--- src/rtl/reg4_ser_pkg.sv ---
// Shared encodings for the serial nibble link (transmitter and matching receiver).
package reg4_ser_pkg;

  typedef enum logic [1:0] {
    S_IDLE  = 2'd0,
    S_START = 2'd1,
    S_DATA  = 2'd2,
    S_STOP  = 2'd3
  } ser_state_t;

  localparam logic LINE_IDLE = 1'b1;
  localparam logic START_BIT = 1'b0;

endpackage

--- src/rtl/reg4_serial_tx_if.sv ---
// Parallel load side and serial/status outputs of the nibble transmitter.
interface reg4_serial_tx_if #(
  parameter int WIDTH = 4
) ();
  logic [WIDTH-1:0] d;
  logic             en;
  logic             txd;
  logic             busy;
  logic             full;
  logic             done;
  logic             ovr;

  modport master (output d, en, input txd, busy, full, done, ovr);
  modport slave  (input d, en, output txd, busy, full, done, ovr);
endinterface

--- src/rtl/ser_bit_timer.sv ---
// Bit-period divider: counts 0..DIV-1 and flags the last cycle of each serial bit.
module ser_bit_timer #(
  parameter int DIV = 4
) (
  input  logic clk,
  input  logic clr_b,
  input  logic restart,
  output logic bit_end,
  output logic bit_end_next
);
  localparam int DW = $clog2(DIV) + 1;
  localparam logic [DW-1:0] LAST = DW'(DIV - 1);
  localparam logic [DW-1:0] PRE  = DW'((DIV >= 2) ? DIV - 2 : 0);

  logic [DW-1:0] cnt;

  always_ff @(posedge clk) begin
    if (!clr_b) begin
      cnt <= '0;
    end else if (restart || bit_end) begin
      cnt <= '0;
    end else begin
      cnt <= cnt + DW'(1);
    end
  end

  assign bit_end = (cnt == LAST);
  // Valid while the timer free-runs; says the following cycle will be a bit's last.
  assign bit_end_next = (DIV == 1) ? 1'b1 : (cnt == PRE);
endmodule

--- src/rtl/reg4_serial_tx.sv ---
// Serial transmitter: frames a loaded word as start, WIDTH data bits LSB-first, stop.
//
// state   | meaning
// S_IDLE  | line high, waiting for a load strobe
// S_START | driving the start bit for DIV cycles
// S_DATA  | shifting WIDTH data bits out, LSB first
// S_STOP  | driving the stop bit; DONE on its last cycle
module reg4_serial_tx
  import reg4_ser_pkg::*;
#(
  parameter int WIDTH = 4,
  parameter int DIV   = 4
) (
  input  logic             clk,
  input  logic             clr_b,
  reg4_serial_tx_if.slave  bus
);
  localparam int BW = $clog2(WIDTH) + 1;
  localparam logic [BW-1:0] LAST_BIT = BW'(WIDTH - 1);

  ser_state_t       state;
  logic [WIDTH-1:0] shift;
  logic [WIDTH-1:0] shift_nx;
  logic [WIDTH-1:0] hold;
  logic [BW-1:0]    bit_cnt;
  logic             txd, busy, full, done, ovr;
  logic             bit_end, bit_end_next;
  logic             stop_end, next_stop;

  ser_bit_timer #(.DIV(DIV)) u_timer (
    .clk          (clk),
    .clr_b        (clr_b),
    .restart      (state == S_IDLE),
    .bit_end      (bit_end),
    .bit_end_next (bit_end_next)
  );

  assign shift_nx  = shift >> 1;
  assign stop_end  = (state == S_STOP) && bit_end;
  assign next_stop = ((state == S_STOP) && !bit_end) ||
                     ((state == S_DATA) && bit_end && (bit_cnt == LAST_BIT));

  always_ff @(posedge clk) begin
    if (!clr_b) begin
      state   <= S_IDLE;
      shift   <= '0;
      hold    <= '0;
      bit_cnt <= '0;
      txd     <= LINE_IDLE;
      busy    <= 1'b0;
      full    <= 1'b0;
      done    <= 1'b0;
      ovr     <= 1'b0;
    end else begin
      done <= next_stop && bit_end_next;
      ovr  <= 1'b0;

      // The last stop cycle hands the held word over, so a new load there refills the hold.
      if ((state != S_IDLE) && bus.en) begin
        if (stop_end) begin
          if (full) hold <= bus.d;
        end else if (!full) begin
          hold <= bus.d;
          full <= 1'b1;
        end else begin
          ovr <= 1'b1;
        end
      end

      case (state)
        S_IDLE: begin
          if (bus.en) begin
            shift <= bus.d;
            txd   <= START_BIT;
            busy  <= 1'b1;
            state <= S_START;
          end
        end
        S_START: begin
          if (bit_end) begin
            bit_cnt <= '0;
            txd     <= shift[0];
            state   <= S_DATA;
          end
        end
        S_DATA: begin
          if (bit_end) begin
            if (bit_cnt == LAST_BIT) begin
              bit_cnt <= '0;
              txd     <= LINE_IDLE;
              state   <= S_STOP;
            end else begin
              bit_cnt <= bit_cnt + BW'(1);
              shift   <= shift_nx;
              txd     <= shift_nx[0];
            end
          end
        end
        S_STOP: begin
          if (bit_end) begin
            if (full) begin
              shift <= hold;
              if (!bus.en) full <= 1'b0;
              txd   <= START_BIT;
              state <= S_START;
            end else if (bus.en) begin
              shift <= bus.d;
              txd   <= START_BIT;
              state <= S_START;
            end else begin
              busy  <= 1'b0;
              txd   <= LINE_IDLE;
              state <= S_IDLE;
            end
          end
        end
        default: state <= S_IDLE;
      endcase
    end
  end

  assign bus.txd  = txd;
  assign bus.busy = busy;
  assign bus.full = full;
  assign bus.done = done;
  assign bus.ovr  = ovr;
endmodule

--- src/flat_wrapper.sv ---
// flat-port wrapper written by rule: the top's interface ports become plain ports
module reg4_serial_tx_flat import reg4_ser_pkg::*;
#(
  parameter int WIDTH = 4,
  parameter int DIV   = 4
)
  (clk, clr_b, bus_d, bus_en, bus_txd, bus_busy, bus_full, bus_done, bus_ovr);
  reg4_serial_tx_if #(.WIDTH(WIDTH)) bus_i ();
  input  logic clk;
  input  logic clr_b;
  input wire logic [$bits(bus_i.d)-1:0] bus_d;
  input wire logic [$bits(bus_i.en)-1:0] bus_en;
  output wire logic [$bits(bus_i.txd)-1:0] bus_txd;
  output wire logic [$bits(bus_i.busy)-1:0] bus_busy;
  output wire logic [$bits(bus_i.full)-1:0] bus_full;
  output wire logic [$bits(bus_i.done)-1:0] bus_done;
  output wire logic [$bits(bus_i.ovr)-1:0] bus_ovr;
  assign bus_i.d = bus_d;
  assign bus_i.en = bus_en;
  assign bus_txd = bus_i.txd;
  assign bus_busy = bus_i.busy;
  assign bus_full = bus_i.full;
  assign bus_done = bus_i.done;
  assign bus_ovr = bus_i.ovr;
  reg4_serial_tx #(.WIDTH(WIDTH), .DIV(DIV)) u_core (.clk(clk), .clr_b(clr_b), .bus(bus_i));
endmodule
--- config.mk ---
export PLATFORM = sky130hd
export DESIGN_NAME = reg4_serial_tx_flat
export DESIGN_NICKNAME = d
export VERILOG_FILES = /design/src/rtl/reg4_ser_pkg.sv /design/src/rtl/reg4_serial_tx_if.sv /design/src/rtl/ser_bit_timer.sv /design/src/rtl/reg4_serial_tx.sv /design/src/flat_wrapper.sv
export SDC_FILE = /design/constraint.sdc
export NUM_CORES = 1
export LEC_CHECK = 0
export ABC_AREA = 1
export CAP_MARGIN = 20
export CORE_MARGIN = 2
export CORE_UTILIZATION = 50
export CTS_CLUSTER_DIAMETER = 40
export DETAILED_ROUTE_END_ITERATION = 10
export PLACE_DENSITY = 0.78
export SLEW_MARGIN = 10
export SYNTH_ARGS = -nofsm -noshare
export SYNTH_HDL_FRONTEND = slang
export SYNTH_SLANG_ARGS = --single-unit
--- constraint.sdc ---
create_clock -name clk -period 1.6 [get_ports clk]
set_input_delay 0.48 -clock clk [delete_from_list [all_inputs] [get_ports clk]]
set_output_delay 0.48 -clock clk [all_outputs]
set_load 0.1 [all_outputs]
==> impl_metrics.json, run 1 <==
{
  "status": "completed",
  "maxCapViolCount": 0,
  "yosysUniqueCellTypes": 27,
  "htreeDepth": 1,
  "clk_pin_slew_ns": 0.12,
  "drv_slew": 0,
  "cts_root_buf": "clkbuf_4",
  "dp_hpwl_mm": 2.07,
  "multiInputGateArea_um2": 714,
  "startpoint_type": "flip-flop",
  "clockBufferDepth": 2,
  "firstDrtPassIters": 4,
  "cts_tree": "yes",
  "cp.arrival_ns": 1.75,
  "antenna_found_initial": 0,
  "crit_path_end_kind": "flip-flop",
  "fillers": 233,
  "io_pins": 12,
  "gp_congestion": 0.877,
  "finalWirelength_mm": 2.76,
  "slew_headroom_pct": 71.5,
  "drt-vias-per-instance": 5.33,
  "hold_viol_final": 0,
  "clkLatencyLatePin_ns": 0.32,
  "setup_violations": 0,
  "utilization_pct": 64.1,
  "fin_skew_ns": 0.0113,
  "fin_crit_ns": 1.54,
  "die_w_um": 53.9,
  "grt_max_degree": 13,
  "clock.fmax_mhz": 651,
  "gr-total-overflow": 0,
  "path_class": "flip-flop to flip-flop",
  "worst_slew_pin_slew_ns": 0.426,
  "drt_iter0_drc": 35,
  "grt_use_total_pct": 21.7,
  "grt_pass1_vias": 1124,
  "syn-instance-count": 174,
  "cts_made_buffers": 3,
  "synth_area_per_cell_um2": 7.16,
  "rsz0062_at_grt": "no",
  "diodes": 0,
  "vdd_drop_max_mv": 1.09,
  "coreArea_um2": 2410,
  "syn_area_um2": 1250,
  "cellLeakagePower_nw": 0.694,
  "cts_setup_buffers": 0,
  "postRouteAntennaNets": 0,
  "hold_path_class": "flip-flop to flip-flop",
  "vias": 1194,
  "crit_fanout": 8,
  "die_y_um": 53.9,
  "hold_ws_ns": 0.470,
  "dieArea_um2": 2910,
  "area_delta_synth_final_pct": 23.9,
  "start_util_pct": 51.7,
  "worst_ep_required_time_ns": 1.81,
  "syn-num-nets": 190,
  "rows": 18,
  "drc": 0,
  "synth_seq_area_share_pct": 33.7,
  "power.total_mw": 2.26,
  "synth_seq_cells": 21,
  "powerDensity_nw_per_um2": 1470,
  "io_buffers": 11,
  "finalCritPeriodShare_pct": 96.0,
  "clock-sinks": 21,
  "wire_per_inst_um": 12.3,
  "drive_gt1_share_pct": 26.3,
  "seq_area_um2": 424,
  "ys_warn_count": 0,
  "nets": 211,
  "grt_pass1_wl_mm": 4.61
}
metal layers:
| layer | routed length (um) | part of all wire, % | vias to the layer above | track usage, % |
|---|---|---|---|---|
| met3 | 147 | 5.3 | 2 | 3.33 |
| met1 | 1230 | 45 | 546 | 26.7 |
| li1 | - | - | 608 | - |
| met2 | 1350 | 49 | 38 | 36.8 |
| met4 | 32 | 1.2 | 0 | 10.3 |
| met5 | 0 | 0 | - | 0 |
flip-flops by register name (all words and copies together), names as in the netlist:
name,count
u_core.bit_cnt,3
u_core.bus.busy,1
u_core.bus.done,1
u_core.bus.full,1
u_core.bus.ovr,1
u_core.bus.txd,1
u_core.hold,4
u_core.shift,4
u_core.state,2
u_core.u_timer.cnt,3
area by class of cell:
class / count / share of cell area (%)
clock buffer: 3 / 1.46
clock inverter: 1 / 0.324
sequential: 21 / 27.5
timing repair buffer: 20 / 14.7
inverter: 27 / 7.29
tap: 30 / 2.43
multi-input combinational: 122 / 46.3
cell usage in the layout, fill, tap and decap left out, types with 2 or more instances in the layout:
master,n
a21oi_2,2
buf_12,5
clkdlybuf4s50_1,6
nor2_1,9
inv_4,2
nand2_2,6
inv_2,6
ha_1,6
a21oi_1,17
o21ai_2,3
clkbuf_4,3
dfxtp_1,18
clkinv_2,2
nand3_1,12
dfxtp_2,3
buf_4,9
nand2_1,41
nor2_4,2
nor3_1,2
a211oi_1,2
ha_2,2
o21ai_1,5
nand2_4,2
o21ai_0,4
inv_1,17
critical path: stages (launching register included):
cell and delay [ns]:
dfxtp_2 0.34, ha_1 0.20, ha_2 0.19, nand2_2 0.08, inv_2 0.05, ha_4 0.27, nand3_4 0.12, o21ai_1 0.15
a21oi_1 0.05
stage by stage:
step / instances / TNS [ns] / setup slack [ns] / area [um^2]
after detailed placement: 220 / -1.19 / -0.161 / 1470
after floorplan: 174 / 0 / 0.0115 / 1250
after global placement: 220 / -0.705 / -0.100 / 1470
final: 224 / 0 / 0.0639 / 1540
after global routing: 224 / 0 / 0.00392 / 1540
after CTS: 224 / 0 / 0.00149 / 1530
where the power goes:
group	internal (mW)	switching, mW	total (mW)
Clock	0.0936	0.177	0.270
Sequential	0.658	0.118	0.776
Combinational	0.455	0.763	1.22
path summary, 6_finish.rpt:
kind                         start             end  slack, ns  cells past startpoint
max          u_core.u_timer.cnt[0]  u_core.hold[1]       0.06                      8
min                 u_core.hold[1]  u_core.hold[1]       0.47                      2
max reg2reg  u_core.u_timer.cnt[0]  u_core.hold[1]       0.06                      8
min reg2reg         u_core.hold[1]  u_core.hold[1]       0.47                      2
logic make-up after synthesis:
family | after synthesis | share of synthesized area, %
buffers and inverters | 31 | 11.9
AOI/OAI and AO/OA | 35 | 15.8
DFF | 21 | 33.7
adders and majority gates | 9 | 9.04
and+or+nand+nor | 78 | 29.5
timing repair:
action,in CTS,in global routing
endpoints found under the setup margin,5,11
gates resized for setup,8,8
pin swaps,0,2
hold buffers,0,0
synth_stat cells (all sizes together):
cell type,n,share of area [%]
a211oi,2,1.2
a21oi,19,8.2
buf,4,3.1
clkinv,2,1.1
dfxtp,21,34
ha,9,9.0
inv,25,7.7
nand2,49,17
nand3,14,6.4
nand4,1,0.50
nor2,11,4.5
nor3,2,0.80
nor4,1,0.50
o211ai,1,0.60
o21ai,12,5.1
o31ai,1,0.60
(Power assumes the default switching activity.)
==> inputs of run 2 (changes only) <==
--- a/config.mk
+++ b/config.mk
@@ -8,11 +8,13 @@
 export ABC_AREA = 1
 export CAP_MARGIN = 20
 export CORE_MARGIN = 2
-export CORE_UTILIZATION = 50
+export CORE_UTILIZATION = 30
 export CTS_CLUSTER_DIAMETER = 40
 export DETAILED_ROUTE_END_ITERATION = 10
-export PLACE_DENSITY = 0.78
+export PLACE_DENSITY = 0.53
 export SLEW_MARGIN = 10
 export SYNTH_ARGS = -nofsm -noshare
 export SYNTH_HDL_FRONTEND = slang
+export SYNTH_HIERARCHICAL = 1
 export SYNTH_SLANG_ARGS = --single-unit
+export TNS_END_PERCENT = 100
==> run 2 against run 1 <==
Effect of this change: non-clock buffer count fell by 1; global-route usage fell by 8.5 points; clock power increased by 30%; via count is 9.7% lower; worst hold slack got worse by 0.017 ns; clock skew is 0.0093 ns lower.
==> impl_metrics.json, run 2 <==
{
  "clk_pin_slew_ns": 0.08,
  "clockBufferDepth": 2,
  "worst_ep_required_time_ns": 1.76,
  "synthTopCellsByCount": "36 x nand2_1, 23 x inv_1, 21 x dfxtp_1",
  "setup_ws_ns": 0.0977,
  "drc": 0,
  "slew_headroom_pct": 83.2,
  "synth.area.top_cells": "dfxtp_1 36%, nand2_1 12%, ha_1 9.7%",
  "wire_per_inst_um": 10.9,
  "syn-instance-count": 166,
  "diodes": 0,
  "gr-total-overflow": 0,
  "yosysTopAreaCellShare_pct": 36.2,
  "final_cell_mix": "34 x nand2_1, 23 x inv_1, 19 x a21oi_1, 19 x dfxtp_1, 16 x nor2_1",
  "synth_seq_cells": 21,
  "syn_area_um2": 1160,
  "regToRegStartpoint": "u_core/u_timer/cnt[0]",
  "io_buffers": 11,
  "fin_skew_ns": 0.00205,
  "maxCapViolCount": 0,
  "grt_use_met1_pct": 17.0,
  "grt_pass1_wl_mm": 4.43,
  "rsz0062_at_grt": "yes",
  "fillers": 397,
  "syn-num-nets": 182,
  "die_w_um": 66.2,
  "yosys_most_used_dff": "dfxtp_1",
  "rows": 22,
  "hold_viol_final": 0,
  "status": "completed",
  "start_util_pct": 31.5,
  "cts_made_buffers": 3,
  "clock-sinks": 21,
  "postRouteAntennaNets": 0,
  "htreeDepth": 1,
  "die_y_um": 66.2,
  "synth_edf_count": 0,
  "power.total_mw": 2.26,
  "cts_hold_buf": 0,
  "crit_path_end_kind": "flip-flop",
  "synth.most_common_cell": "nand2_1",
  "finalCritPeriodShare_pct": 93.9,
  "grt_max_degree": 12,
  "firstDrtPassIters": 4,
  "dp_hpwl_mm": 1.98,
  "vdd_drop_max_mv": 0.740,
  "crit_start": "u_core/u_timer/cnt[0]",
  "grt_use_met3_pct": 4.26,
  "drt_iter0_drc": 51,
  "grt_pass1_vias": 1020,
  "drt-vias-per-instance": 4.61,
  "ys_warn_count": 6,
  "coreArea_um2": 3690,
  "synth_largest_area_cell": "dfxtp_1",
  "cts_root_buf": "clkbuf_8",
  "finalWirelength_mm": 2.55,
  "antenna_found_initial": 0,
  "hold_path_class": "flip-flop to flip-flop",
  "crit_fanout": 8,
  "grt_use_met2_pct": 20.3,
  "drive_gt1_share_pct": 18.8,
  "clkLatencyLatePin_ns": 0.26,
  "busiest_layer": "met2",
  "dieArea_um2": 4380,
  "async_flop_share_pct": 0,
  "min_from": "u_core/hold[1]",
  "synth_seq_area_share_pct": 36.2,
  "path_class": "flip-flop to flip-flop",
  "fin_crit_ns": 1.50,
  "nets": 203,
  "gp_congestion": 0.819,
  "grt_use_total_pct": 13.3,
  "io_pins": 12,
  "cp.arrival_ns": 1.66,
  "synth_area_per_cell_um2": 6.99,
  "yosysUniqueCellTypes": 22,
  "clock.fmax_mhz": 666,
  "cellLeakagePower_nw": 0.656,
  "setup_violations": 0,
  "cts_tree": "yes",
  "startpoint_type": "flip-flop",
  "worst_slew_pin_slew_ns": 0.251,
  "powerDensity_nw_per_um2": 1500,
  "vias": 1078,
  "area_delta_synth_final_pct": 29.4,
  "layout_commonest_cell": "nand2_1",
  "place_ws_ns": -0.120,
  "drv_slew": 0,
  "reg_top3": "u_core/hold: 4 flops, u_core/shift: 4 flops"
}
run 2: path summary, 6_finish.rpt:
kind / slack, ns / cells past startpoint / to
hold reg to reg: 0.45 / 2 / u_core/hold[1]
setup reg to reg: 0.1 / 8 / u_core/hold[2]
setup / recovery: 0.1 / 8 / u_core/hold[2]
hold / removal: 0.45 / 2 / u_core/hold[1]
run 2: layout make-up:
cell class / instances / area, um^2 / share of cell area [%]
Clock buffer: 4 / 45.0 / 3.00
Tap cell: 48 / 60.1 / 4.00
Inverter: 27 / 105 / 6.99
Timing Repair Buffer: 19 / 220 / 14.7
Multi-Input combinational cell: 115 / 649 / 43.2
Sequential cell: 21 / 423 / 28.1
run 2: per-stage QoR:
step	TNS [ns]	std cells	area, um^2	util [%]	hold WS (ns)
floorplan	0	166	1160	-	0.417
global placement	-0.383	230	1420	38.6	0.437
detailed placement	-0.551	230	1420	38.6	0.444
CTS	0	234	1470	39.9	0.455
global route	-0.0894	234	1500	40.7	0.479
finish	0	234	1500	40.7	0.453
run 2: per-layer routing:
layer	part of all wire (%)	vias to the layer above
li1	-	568
met1	48	489
met2	46	15
met3	4.4	6
met4	1.5	0
met5	0	-
run 2: timing repair:
| item | CTS | global route |
|---|---|---|
| buffers inserted | 0 | 0 |
| pin swaps | 0 | 0 |
| cloned | 0 | 0 |
| endpoints found under the setup margin | 4 | 12 |
| gates resized for setup | 1 | 10 |
run 2: logic make-up after synthesis:
family,synth area share [%]
and+or+nand+nor,27.3
AOI/OAI and AO/OA,16.4
buffers and inverters,10.5
DFF,36.2
adders and majority gates,9.70
run 2: power breakdown:
group / internal, mW / leakage [nW] / switching [mW]
sequential: 0.646 / 0.173 / 0.0865
clock: 0.178 / 0.0228 / 0.173
combinational: 0.444 / 0.461 / 0.733
total: 1.27 / 0.656 / 0.993
run 2: critical path: stages (launching register included):
cell     delay, ns
dfxtp_1       0.32
ha_1          0.19
ha_1          0.22
nand2_2       0.09
inv_1         0.07
ha_4          0.27
nand2_4       0.07
o21ai_1       0.12
a21oi_1       0.05
==> inputs of run 3 (changes only) <==
--- a/config.mk
+++ b/config.mk
@@ -11,7 +11,9 @@
 export CORE_UTILIZATION = 30
 export CTS_CLUSTER_DIAMETER = 40
 export DETAILED_ROUTE_END_ITERATION = 10
+export MAX_ROUTING_LAYER = met4
 export PLACE_DENSITY = 0.53
+export RECOVER_POWER = 100
 export SLEW_MARGIN = 10
 export SYNTH_ARGS = -nofsm -noshare
 export SYNTH_HDL_FRONTEND = slang
==> run 3 against run 2 <==
Effect of this change: routed wire length shrank 1.4%; via count is 1.2% lower; final cell count unchanged; clock power barely moved; die area is the same; non-clock buffer count stayed put; power down 3.0%; clock skew fell by 0.00061 ns; worst hold slack barely moved; sequential share of layout area increased by 0.83 points; largest power group unchanged; critical endpoint unchanged; flip-flop and latch count unchanged; fmax increased by 0.27%.
==> impl_metrics.json, run 3 (synthesis results as in run 2) <==
{
  "status": "completed",
  "cts_made_buffers": 3,
  "crit_chain": "ha_1 > ha_2 > nand2_2 > inv_1 > ha_4 > nand2_4 > o21ai_2 > a21oi_1",
  "worst_ep_required_time_ns": 1.76,
  "setup_violations": 0,
  "drive_gt1_share_pct": 19.9,
  "clockBufferDepth": 2,
  "final_area_um2": 1460,
  "dp_hpwl_mm": 1.97,
  "seq_area_um2": 422,
  "cts_setup_buffers": 0,
  "seq_power_share_pct": 32.8,
  "finalWirelength_mm": 2.51,
  "fin_crit_ns": 1.50,
  "path_class": "flip-flop to flip-flop",
  "place_ws_ns": -0.0995,
  "firstDrtPassIters": 4,
  "internal_power_mw": 1.22,
  "drc": 0,
  "worst_path_dominant_cell_family": "adder cells",
  "grt_pass1_wl_mm": 4.37,
  "cp.arrival_ns": 1.65,
  "die_w_um": 66.2,
  "hold_ws_ns": 0.453,
  "pwr-share-comb_pct": 51.3,
  "setup_ws_ns": 0.102,
  "startpoint_type": "flip-flop",
  "hold_path_class": "flip-flop to flip-flop",
  "coreArea_um2": 3690,
  "maxCapViolCount": 0,
  "postRouteAntennaNets": 0,
  "grt_max_degree": 12,
  "drv_slew": 0,
  "cts_root_buf": "clkbuf_8",
  "drt-vias-per-instance": 4.55,
  "hold_viol_final": 0,
  "diodes": 0,
  "slew_headroom_pct": 68.0,
  "r2r_cells": 8,
  "nets": 203,
  "rows": 22,
  "crit_fanout": 8,
  "regToRegStartpoint": "u_core/u_timer/cnt[0]",
  "min_from": "u_core/hold[2]",
  "rsz0062_at_grt": "no",
  "power.total_mw": 2.19,
  "vias": 1065,
  "drt_iter0_drc": 54,
  "dieArea_um2": 4380,
  "antenna_found_initial": 0,
  "wire_per_inst_um": 10.7,
  "path_buf_inv": 1,
  "clkLatencyLatePin_ns": 0.26,
  "grt_pass1_vias": 1010,
  "cp.depth": 8,
  "worst_slew_pin_slew_ns": 0.484,
  "final_cell_mix": "35 x nand2_1, 23 x inv_1, 20 x dfxtp_1",
  "cellLeakagePower_nw": 0.638,
  "slowest_delay_ns": 0.32,
  "area_delta_synth_final_pct": 25.3,
  "post-place-cells": 230,
  "clk_pin_slew_ns": 0.07,
  "io_buffers": 11,
  "multiInputGateArea_um2": 656,
  "placed_area_um2": 1420,
  "die_y_um": 66.2,
  "gr-total-overflow": 0,
  "slowest_stage": "dfxtp_1",
  "p_sw_share_pct": 44.4,
  "io_pins": 12,
  "cts_hold_buf": 0,
  "fin_skew_ns": 0.00144,
  "gp_congestion": 0.840,
  "htreeDepth": 1,
  "p_sw_mw": 0.975,
  "layout_commonest_cell": "nand2_1",
  "clock-sinks": 21,
  "grt_use_total_pct": 13.4,
  "reg_top3": "u_core/hold: 4 flops, u_core/shift: 4 flops",
  "fillers": 403,
  "crit_start": "u_core/u_timer/cnt[0]",
  "cts_tree": "yes",
  "powerDensity_nw_per_um2": 1510,
  "fin_cells": 234,
  "hold_depth": 2,
  "clock.fmax_mhz": 667,
  "crit_path_end_kind": "flip-flop",
  "start_util_pct": 31.5,
  "vdd_drop_max_mv": 0.671,
  "finalCritPeriodShare_pct": 93.6,
  "power.share.clock_pct": 15.9
}
==> run 3: cell count changes in the layout (fill, tap and decap cells not counted), sizes merged <==
cell,previous run,this run
buf,13,9
clkbuf,4,8
==> run 3: final cells by class <==
class | count | share of cell area [%]
clock buffers | 4 | 3.10
inverters | 27 | 7.22
multi-input cells | 115 | 45.1
flip-flops and latches | 21 | 29.0
well taps | 48 | 4.13
repair buffers | 19 | 11.5
==> run 3: per-stage QoR <==
stage               TNS, ns  util (%)
floorplan                 0         -
global placement     -0.324      38.6
detailed placement   -0.501      38.6
CTS                 -0.0166      39.9
global route              0      39.5
finish                    0      39.5
==> run 3: worst reg2reg max path, cell delays in order (launching register included) <==
cell	delay, ns
dfxtp_1	0.32
ha_1	0.20
ha_2	0.19
nand2_2	0.08
inv_1	0.07
ha_4	0.27
nand2_4	0.08
o21ai_2	0.14
a21oi_1	0.05
==> run 3: final timing paths <==
path | endpoint | slack, ns
max | u_core/hold[2] | 0.10
max reg2reg | u_core/hold[2] | 0.10
min reg2reg | u_core/hold[2] | 0.45
min | u_core/hold[2] | 0.45
==> run 3: layer usage <==
| layer | global-route usage (%) | wire length (um) | vias to the layer above |
|---|---|---|---|
| met4 | 4.59 | 27 | 0 |
| met3 | 3.75 | 105 | 4 |
| met2 | 20.8 | 1140 | 16 |
| met5 | - | 0 | - |
| met1 | 16.7 | 1240 | 478 |
| li1 | - | - | 567 |
==> run 3: repair_timing <==
item                       in CTS  in global routing
pin swaps                       0                  1
hold endpoints to repair        0                  0
setup endpoints to repair       4                 13
resized for setup               1                 13
==> run 3: power by group through the flow <==
stage | clock network (mW) | registers, mW | logic, mW
after floorplan | 0 | 0.885 | 0.685
after global placement | 0 | 0.737 | 1.12
after detailed placement | 0 | 0.742 | 1.13
after CTS | 0.363 | 0.730 | 1.14
after global routing | 0.382 | 0.735 | 1.25
final | 0.348 | 0.720 | 1.13
